### src/rtl/wts_timer_pkg.sv
// Shared definitions for the WTS timer trigger generator: width defaults and
// the per-channel FSM state encoding.
package wts_timer_pkg;

  localparam int unsigned PERIOD_W_DEF = 12;
  localparam int unsigned ADDR_W_DEF   = 7;

  typedef enum logic {
    ST_IDLE = 1'b0,
    ST_RUN  = 1'b1
  } state_t;

endpackage

### src/rtl/wts_timer_trigger_ch.sv
// Single programmable interval timer channel: IDLE/RUN FSM, reload down-counter,
// sequence address counter and registered one-cycle trigger.
module wts_timer_trigger_ch
  import wts_timer_pkg::*;
#(
  parameter int unsigned PERIOD_W = PERIOD_W_DEF,
  parameter int unsigned ADDR_W   = ADDR_W_DEF
) (
  input  logic                clk,
  input  logic                nreset,
  input  logic                i_adv,
  input  logic [PERIOD_W-1:0] i_period,
  input  logic                i_start,
  input  logic                i_stop,
  input  logic                i_oneshot,
  output logic                o_trigger,
  output logic [ADDR_W-1:0]   o_address,
  output logic                o_busy,
  output logic                o_expire
);

  state_t              r_state, w_state_nxt;
  logic [PERIOD_W-1:0] r_cnt, w_cnt_nxt;
  logic [ADDR_W-1:0]   r_addr_cnt, w_addr_cnt_nxt;
  logic [ADDR_W-1:0]   r_address, w_address_nxt;
  logic                r_trigger, w_trigger_nxt;
  logic                w_expire;

  // Stop and start both pre-empt expiry, so a same-cycle tick can never fire.
  assign w_expire = (r_state == ST_RUN) && i_adv && (r_cnt == '0) && !i_stop && !i_start;

  always_comb begin
    w_state_nxt    = r_state;
    w_cnt_nxt      = r_cnt;
    w_addr_cnt_nxt = r_addr_cnt;
    w_address_nxt  = r_address;
    w_trigger_nxt  = 1'b0;
    if (i_stop) begin
      w_state_nxt = ST_IDLE;
    end else if (i_start) begin
      w_state_nxt    = ST_RUN;
      w_cnt_nxt      = i_period;
      w_addr_cnt_nxt = '0;
    end else if (w_expire) begin
      w_trigger_nxt  = 1'b1;
      w_address_nxt  = r_addr_cnt;
      w_addr_cnt_nxt = r_addr_cnt + ADDR_W'(1);
      w_cnt_nxt      = i_period;
      if (i_oneshot) w_state_nxt = ST_IDLE;
    end else if ((r_state == ST_RUN) && i_adv) begin
      w_cnt_nxt = r_cnt - PERIOD_W'(1);
    end
  end

  always_ff @(posedge clk or negedge nreset) begin
    if (!nreset) begin
      r_state    <= ST_IDLE;
      r_cnt      <= '0;
      r_addr_cnt <= '0;
      r_address  <= '0;
      r_trigger  <= 1'b0;
    end else begin
      r_state    <= w_state_nxt;
      r_cnt      <= w_cnt_nxt;
      r_addr_cnt <= w_addr_cnt_nxt;
      r_address  <= w_address_nxt;
      r_trigger  <= w_trigger_nxt;
    end
  end

  assign o_trigger = r_trigger;
  assign o_address = r_address;
  assign o_busy    = (r_state == ST_RUN);
  assign o_expire  = w_expire;

endmodule

### src/rtl/wts_timer_trigger_gen.sv
// Two-channel WTS timer trigger source. Define WTS_TIMER_CASCADE_EN to let
// timer2 count timer1 expiries when reg_timer2_cascade=1.
module wts_timer_trigger_gen
  import wts_timer_pkg::*;
#(
  parameter int unsigned PERIOD_W = PERIOD_W_DEF,
  parameter int unsigned ADDR_W   = ADDR_W_DEF
) (
  input  logic                clk,
  input  logic                nreset,
  input  logic                tick,
  input  logic [PERIOD_W-1:0] reg_timer1_period,
  input  logic                reg_timer1_start,
  input  logic                reg_timer1_stop,
  input  logic                reg_timer1_oneshot,
  input  logic [PERIOD_W-1:0] reg_timer2_period,
  input  logic                reg_timer2_start,
  input  logic                reg_timer2_stop,
  input  logic                reg_timer2_oneshot,
  input  logic                reg_timer2_cascade,
  output logic                timer1_trigger,
  output logic [ADDR_W-1:0]   timer1_address,
  output logic                timer1_busy,
  output logic                timer2_trigger,
  output logic [ADDR_W-1:0]   timer2_address,
  output logic                timer2_busy
);

  logic w_t1_expire;
  logic w_t2_adv;
  logic w_unused_t2_expire;

`ifdef WTS_TIMER_CASCADE_EN
  // Pre-register strobe keeps timer2 aligned to the same edge timer1 reloads on.
  assign w_t2_adv = reg_timer2_cascade ? w_t1_expire : tick;
`else
  logic w_unused_cascade;
  assign w_unused_cascade = reg_timer2_cascade;
  assign w_t2_adv         = tick;
`endif

  wts_timer_trigger_ch #(
    .PERIOD_W (PERIOD_W),
    .ADDR_W   (ADDR_W)
  ) u_timer1 (
    .clk       (clk),
    .nreset    (nreset),
    .i_adv     (tick),
    .i_period  (reg_timer1_period),
    .i_start   (reg_timer1_start),
    .i_stop    (reg_timer1_stop),
    .i_oneshot (reg_timer1_oneshot),
    .o_trigger (timer1_trigger),
    .o_address (timer1_address),
    .o_busy    (timer1_busy),
    .o_expire  (w_t1_expire)
  );

  wts_timer_trigger_ch #(
    .PERIOD_W (PERIOD_W),
    .ADDR_W   (ADDR_W)
  ) u_timer2 (
    .clk       (clk),
    .nreset    (nreset),
    .i_adv     (w_t2_adv),
    .i_period  (reg_timer2_period),
    .i_start   (reg_timer2_start),
    .i_stop    (reg_timer2_stop),
    .i_oneshot (reg_timer2_oneshot),
    .o_trigger (timer2_trigger),
    .o_address (timer2_address),
    .o_busy    (timer2_busy),
    .o_expire  (w_unused_t2_expire)
  );

endmodule

### config.mk
export PLATFORM = sky130hd
export DESIGN_NAME = wts_timer_trigger_gen
export DESIGN_NICKNAME = d
export VERILOG_FILES = /design/src/rtl/wts_timer_pkg.sv /design/src/rtl/wts_timer_trigger_ch.sv /design/src/rtl/wts_timer_trigger_gen.sv
export SDC_FILE = /design/constraint.sdc
export NUM_CORES = 1
export LEC_CHECK = 0
export ABC_AREA = 1
export CAP_MARGIN = 0
export CORE_ASPECT_RATIO = 0.9
export CORE_UTILIZATION = 29
export DETAILED_ROUTE_END_ITERATION = 8
export PLACE_DENSITY = 0.6
export SYNTH_ARGS = -nofsm -noshare
export SYNTH_HDL_FRONTEND = slang
export SYNTH_SLANG_ARGS = --single-unit
### constraint.sdc
create_clock -name clk -period 1.59 [get_ports clk]
set_input_delay 0.159 -clock clk [delete_from_list [all_inputs] [get_ports clk]]
set_output_delay 0.159 -clock clk [all_outputs]
set_load 0.05 [all_outputs]
# --- Word level (Yosys, flattened, before mapping) ---
# Index checks and enable logic that the tools add are counted.
word_totals:
  out_inout_bits: 18
  regBits: 56
  in_bits: 34
  elab_cells: 72
classes:
  bitwise_logic: 4
  n_addsub: 4
  muxes: 24
  n_reduce_logical: 30
ops:
  columns: ["cell", "count"]
  rows:
  - ["two-way mux 12 bit", 6]
  - ["two-way mux 7 bit", 4]
  - ["logical NOT 12 bit", 2]
  - ["subtractor 12 x 1 -> 12 bit, second input constant", 2]
  - ["nonzero test 3 bit", 6]
  - ["adder 7 x 1 -> 7 bit, second input constant", 2]
  - ["two-way mux 1 bit", 14]
  - ["AND reduction 2 bit", 6]
  - ["logical AND 1 bit", 8]
  - ["AND reduction 3 bit", 2]
  - ["logical NOT 1 bit", 4]
  - ["NOT 1 bit", 4]
  - ["nonzero test 2 bit", 2]

# --- Depth between registers and ports, before layout ---
depth:
  word_depth: 7
  mapped_depth: 11
  ltp_nobuf: 10

# --- Cells and area by module ---
# From an unflattened synthesis, not the netlist that was laid out.
unflattened:
  hier_cells: 446
  hier_area_um2: 3338.2
by_module_without_submodules:
  columns: ["mod", "n_inst", "cells_each", "area_per_inst_um2"]
  rows:
  - ["wts_timer_trigger_ch", 2, 223, 1669.1]

# --- Worst setup path after synthesis ---
# OpenSTA, ideal clock, no wires.
synth_timing:
  path_kind: "register to register"
  start: "reg u_timer2.r_state (netlist: u_timer2.o_busy)"
  end: "reg u_timer2.r_cnt[5]"
  stages_incl_launch_ff: 11
  t_required_ps: 1473
  n_path_buf: 1
  path_slack_ps: -97
  setup_ps: 117
  arrival_time_ps: 1570
  period_less_slack_ps: 1687
  path_cell_list: "dfrtp_1 -> nand2_1 -> inv_1 -> nand2_1 -> nor2_2 -> nand3_4 -> nand2_4 -> buf_8 -> nand2_1 -> nand3_1 -> nand2_1"
synth_via:
  elab_chain_len: 6
  elab_cells_between_ends: 8
synth_lines:
  columns: ["item", "line", "rtl"]
  rows:
  - ["from (decl)", "wts_timer_trigger_ch.sv:22", "state_t r_state, w_state_nxt;"]
  - ["from (signal assigned)", "wts_timer_trigger_ch.sv:63", "r_state <= w_state_nxt;"]
  - ["logical AND 1 bit *", "wts_timer_trigger_ch.sv:30, wts_timer_trigger_ch.sv:50", null]
  - ["logical AND 1 bit (3 in series)", "wts_timer_trigger_ch.sv:30", "assign w_expire = (r_state == ST_RUN) && i_adv && (r_cnt == '0) && !i_stop && !i_start;"]
  - ["nonzero test 3 bit (no line) or two-way mux 12 bit (tied branches)", null, null]
  - ["AND reduction 2 bit (no line) or two-way mux 12 bit (tied branches)", null, null]
  - ["to (signal assigned)", "wts_timer_trigger_ch.sv:64", "r_cnt <= w_cnt_nxt;"]
  - ["to (decl)", "wts_timer_trigger_ch.sv:23", "logic [PERIOD_W-1:0] r_cnt, w_cnt_nxt;"]
# Mark *: on every way between the ends. The rest lies on a longest branch, timed or not.
# A chain may end at the register's enable or synchronous reset.

# --- Final worst setup path ---
layout_timing:
  start: "reg u_timer1.r_cnt[6]"
  end: "reg u_timer1.r_addr_cnt[4]"
layout_via:
  elab_chain_len: 6
layout_lines:
  columns: ["item", "line", "rtl"]
  rows:
  - ["from (decl)", "wts_timer_trigger_ch.sv:23", null]
  - ["from (signal assigned)", "wts_timer_trigger_ch.sv:64", null]
  - ["logical NOT 12 bit", "wts_timer_trigger_ch.sv:30", null]
  - ["logical AND 1 bit (3 in series)", "wts_timer_trigger_ch.sv:30", null]
  - ["nonzero test 2 bit (no line)", null, null]
  - ["AND reduction 2 bit (no line)", null, null]
  - ["to (signal assigned)", "wts_timer_trigger_ch.sv:65", "r_addr_cnt <= w_addr_cnt_nxt;"]
  - ["to (decl)", "wts_timer_trigger_ch.sv:24", "logic [ADDR_W-1:0] r_addr_cnt, w_addr_cnt_nxt;"]
# Every way passes these cells.

==> results.json <==
{
  "htreeDepth": 2,
  "setup_viol": 1,
  "place_congestion": 0.814,
  "synth_warnings": 0,
  "drv_cap": 0,
  "final.period_utilization_pct": 100,
  "synth_top_area_share_pct": 41.5,
  "p_leak_nw": 2.39,
  "tightest_slew_ps": 359,
  "area_growth_pct": 40.7,
  "die_w_um": 116,
  "syn_area_mm2": 0.00337,
  "syn_avg_cell_area_um2": 7.62,
  "dp_hpwl_um": 5770,
  "synth_fp_nets": 483,
  "cp-end-kind": "register",
  "start_util_pct": 30.5,
  "timing.fmax_mhz": 628,
  "clkTransAtPathRegs_ps": 70,
  "synth_cell_types": 32,
  "cts_root_buf": "clkbuf_16",
  "drt_iter0_markers": 116,
  "startpoint_type": "register",
  "setup_ws_ps": -1.54,
  "fin_cells": 699,
  "rows": 36,
  "ir_drop_mv": 0.529,
  "drtAntennaViolNets": 0,
  "synth_top_area_cell": "dfrtp_1",
  "synth_area_leaders": "dfrtp_1, nand2_1, nand3_1",
  "arrival_ps": 1810,
  "routed_via_density": 4.46,
  "crit_type": "reg2reg",
  "synth-async-reset-ratio_pct": 100,
  "hold_class": "in2async",
  "ios": 52,
  "rsz0062_at_grt": "true",
  "finalPower_w": 0.00412,
  "finalMaxSlewViolations": 0,
  "fp.dieH_um": 104,
  "fin_worst_skew_ps": 3.40,
  "grt_overflow": 0,
  "max_slew_margin_pct": 76.0,
  "hold_viol_final": 0,
  "ys_ff_latch": 56,
  "clk_latency_ps": 290,
  "cts_buffer_depth": 2,
  "core_area_mm2": 0.0111,
  "postLayoutCoreUtil_pct": 42.8,
  "status": "complete, but fails checks",
  "die_area_mm2": 0.0121,
  "cts_num_sinks": 56,
  "synth-edff-count": 0,
  "io_buffers": 50,
  "grt_max_degree": 57,
  "nets": 586,
  "track_usage_pct": 13.8,
  "powerDensity_mw_per_mm2": 868,
  "seq_area_frac_synth_pct": 41.5,
  "post-route-drc-count": 0,
  "antenna_found_initial": 0,
  "diodes": 0,
  "synth_ff_type": "dfrtp_1",
  "cp.required_ps": 1810,
  "drive_gt1_share_pct": 28.0,
  "cts_buffers": 5,
  "violations": "setup timing",
  "critPathMaxFanout": 7,
  "fillers": 1131,
  "wl_per_cell_um": 11.7,
  "route.vias.total": 3118,
  "syn_inst": 443,
  "drtPass1Iterations": 4,
  "tritoncts": "yes",
  "grt_pass1_wl_um": 13600,
  "finalWirelength_um": 8200,
  "first_global_vias": 3111,
  "min_period_ps": 1590,
  "dp_cells": 675
}
-- per-layer routing --
layer  wire (um)  vias up  global-route usage [%]
li1            -     1601                       -
met1        3750     1454                    18.1
met2        4080       59                    23.3
met3         323        4                    2.33
met4          47        0                    3.85
met5           0        -                       0
-- repair_timing --
item	4_1_cts	5_1_grt
hold buffers	1	0
endpoints found under the hold margin	56	0
resized for setup	19	42
endpoints found under the setup margin	23	48
pin swaps	9	14
cloned	2	0
setup buffers	7	6
-- path summary, 6_finish.rpt --
path                                                   start                            endpoint  slack [ps]  cells past startpoint
min reg2reg                u_timer1.o_address[0]$_DFFE_PN0P_   u_timer1.o_address[0]$_DFFE_PN0P_         490                      2
min                                                   nreset       u_timer1.r_cnt[4]$_DFFE_PN0P_         370                      3
max                            u_timer1.r_cnt[6]$_DFFE_PN0P_  u_timer1.r_addr_cnt[4]$_DFFE_PN0P_          -2                      8
max reg2reg                    u_timer1.r_cnt[6]$_DFFE_PN0P_  u_timer1.r_addr_cnt[4]$_DFFE_PN0P_          -2                      8
min in group clk           u_timer1.o_address[0]$_DFFE_PN0P_   u_timer1.o_address[0]$_DFFE_PN0P_         490                      2
max in group asynchronous                             nreset         u_timer1.o_busy$_DFFE_PN0P_         900                      3
-- critical path, stage by stage (launching register included) --
cell,delay (ps)
dfrtp_1,420
nor2_2,160
nand2_4,100
nor2_4,140
nand3_4,160
nor2_4,220
buf_4,160
inv_4,60
o22ai_1,100
-- cells in the final DEF (no fill, tap or decap), drive strengths merged, types with 3 or more instances in the layout --
master / n
clkdlybuf4s50: 31
nand3: 59
a21oi: 3
dfrtp: 56
clkbuf: 6
o21ai: 21
o21bai: 5
nand4: 3
buf: 71
nor2: 44
nand2: 142
ha: 6
nor3: 7
xor2: 12
o22ai: 3
xnor2: 6
inv: 67
-- Yosys cell counts (2+ instances only) --
library cell / instances
ha_1: 6
o21ai_2: 8
nand3_1: 57
o22ai_1: 3
nor2_1: 30
nor2_2: 8
o21bai_1: 3
nor2_4: 5
nor3_1: 7
dfrtp_1: 56
xor2_1: 12
buf_4: 2
inv_1: 64
buf_6: 4
nand2_1: 137
o21ai_0: 13
nand3_4: 2
xnor2_1: 6
nand2_4: 2
a21oi_1: 3
nand4_1: 3
o21bai_2: 2
-- metrics by stage --
| stage | setup WS (ps) | hold slack, ps | area, um^2 | TNS (ps) |
|---|---|---|---|---|
| 4_1_cts | 0.415 | 413 | 4560 | 0 |
| 3_5_place_dp | -130 | 192 | 4250 | -4070 |
| 3_3_place_gp | -117 | 184 | 4250 | -3210 |
| 6_report | -1.54 | 373 | 4750 | -1.54 |
| 5_1_grt | -58.7 | 427 | 4750 | -594 |
| 2_1_floorplan | 4.01 | -137 | 3380 | 0 |
-- flip-flops by register name, summed over array words and instances (netlist names) --
| signal | cells |
|---|---|
| u_timer1.r_addr_cnt | 7 |
| u_timer2.r_cnt | 12 |
| u_timer1.o_address | 7 |
| u_timer1.o_trigger | 1 |
| u_timer2.o_busy | 1 |
| u_timer2.o_address | 7 |
| u_timer2.r_addr_cnt | 7 |
| u_timer1.o_busy | 1 |
| u_timer1.r_cnt | 12 |
| u_timer2.o_trigger | 1 |
-- kinds of logic after synthesis --
kind of cell    after synthesis  synth area share (%)
compound gates               32                  6.34
xor+xnor                     18                  4.67
fa+ha+maj                     6                  2.22
buf+inv                      74                  9.79
flops                        56                  41.5
simple gates                257                  35.4
-- where the power goes --
group	internal (W)	switching (W)	leakage [nW]
Combinational	0.000601	0.000694	1.59
Sequential	0.00156	0.000136	0.733
Clock	0.000598	0.000534	0.0719
Total	0.00276	0.00136	2.39
-- cell type report --
| class | count | area [um^2] | area share (%) |
|---|---|---|---|
| inverters | 65 | 249 | 5.25 |
| clock inverters | 2 | 17.5 | 0.369 |
| repair inverters | 1 | 6.26 | 0.132 |
| flip-flops and latches | 56 | 1410 | 29.6 |
| multi-input cells | 314 | 1850 | 39.0 |
| well taps | 152 | 190 | 4.01 |
| repair buffers | 103 | 900 | 19.0 |
| clock buffers | 6 | 129 | 2.71 |
(Power assumes the default switching activity.)
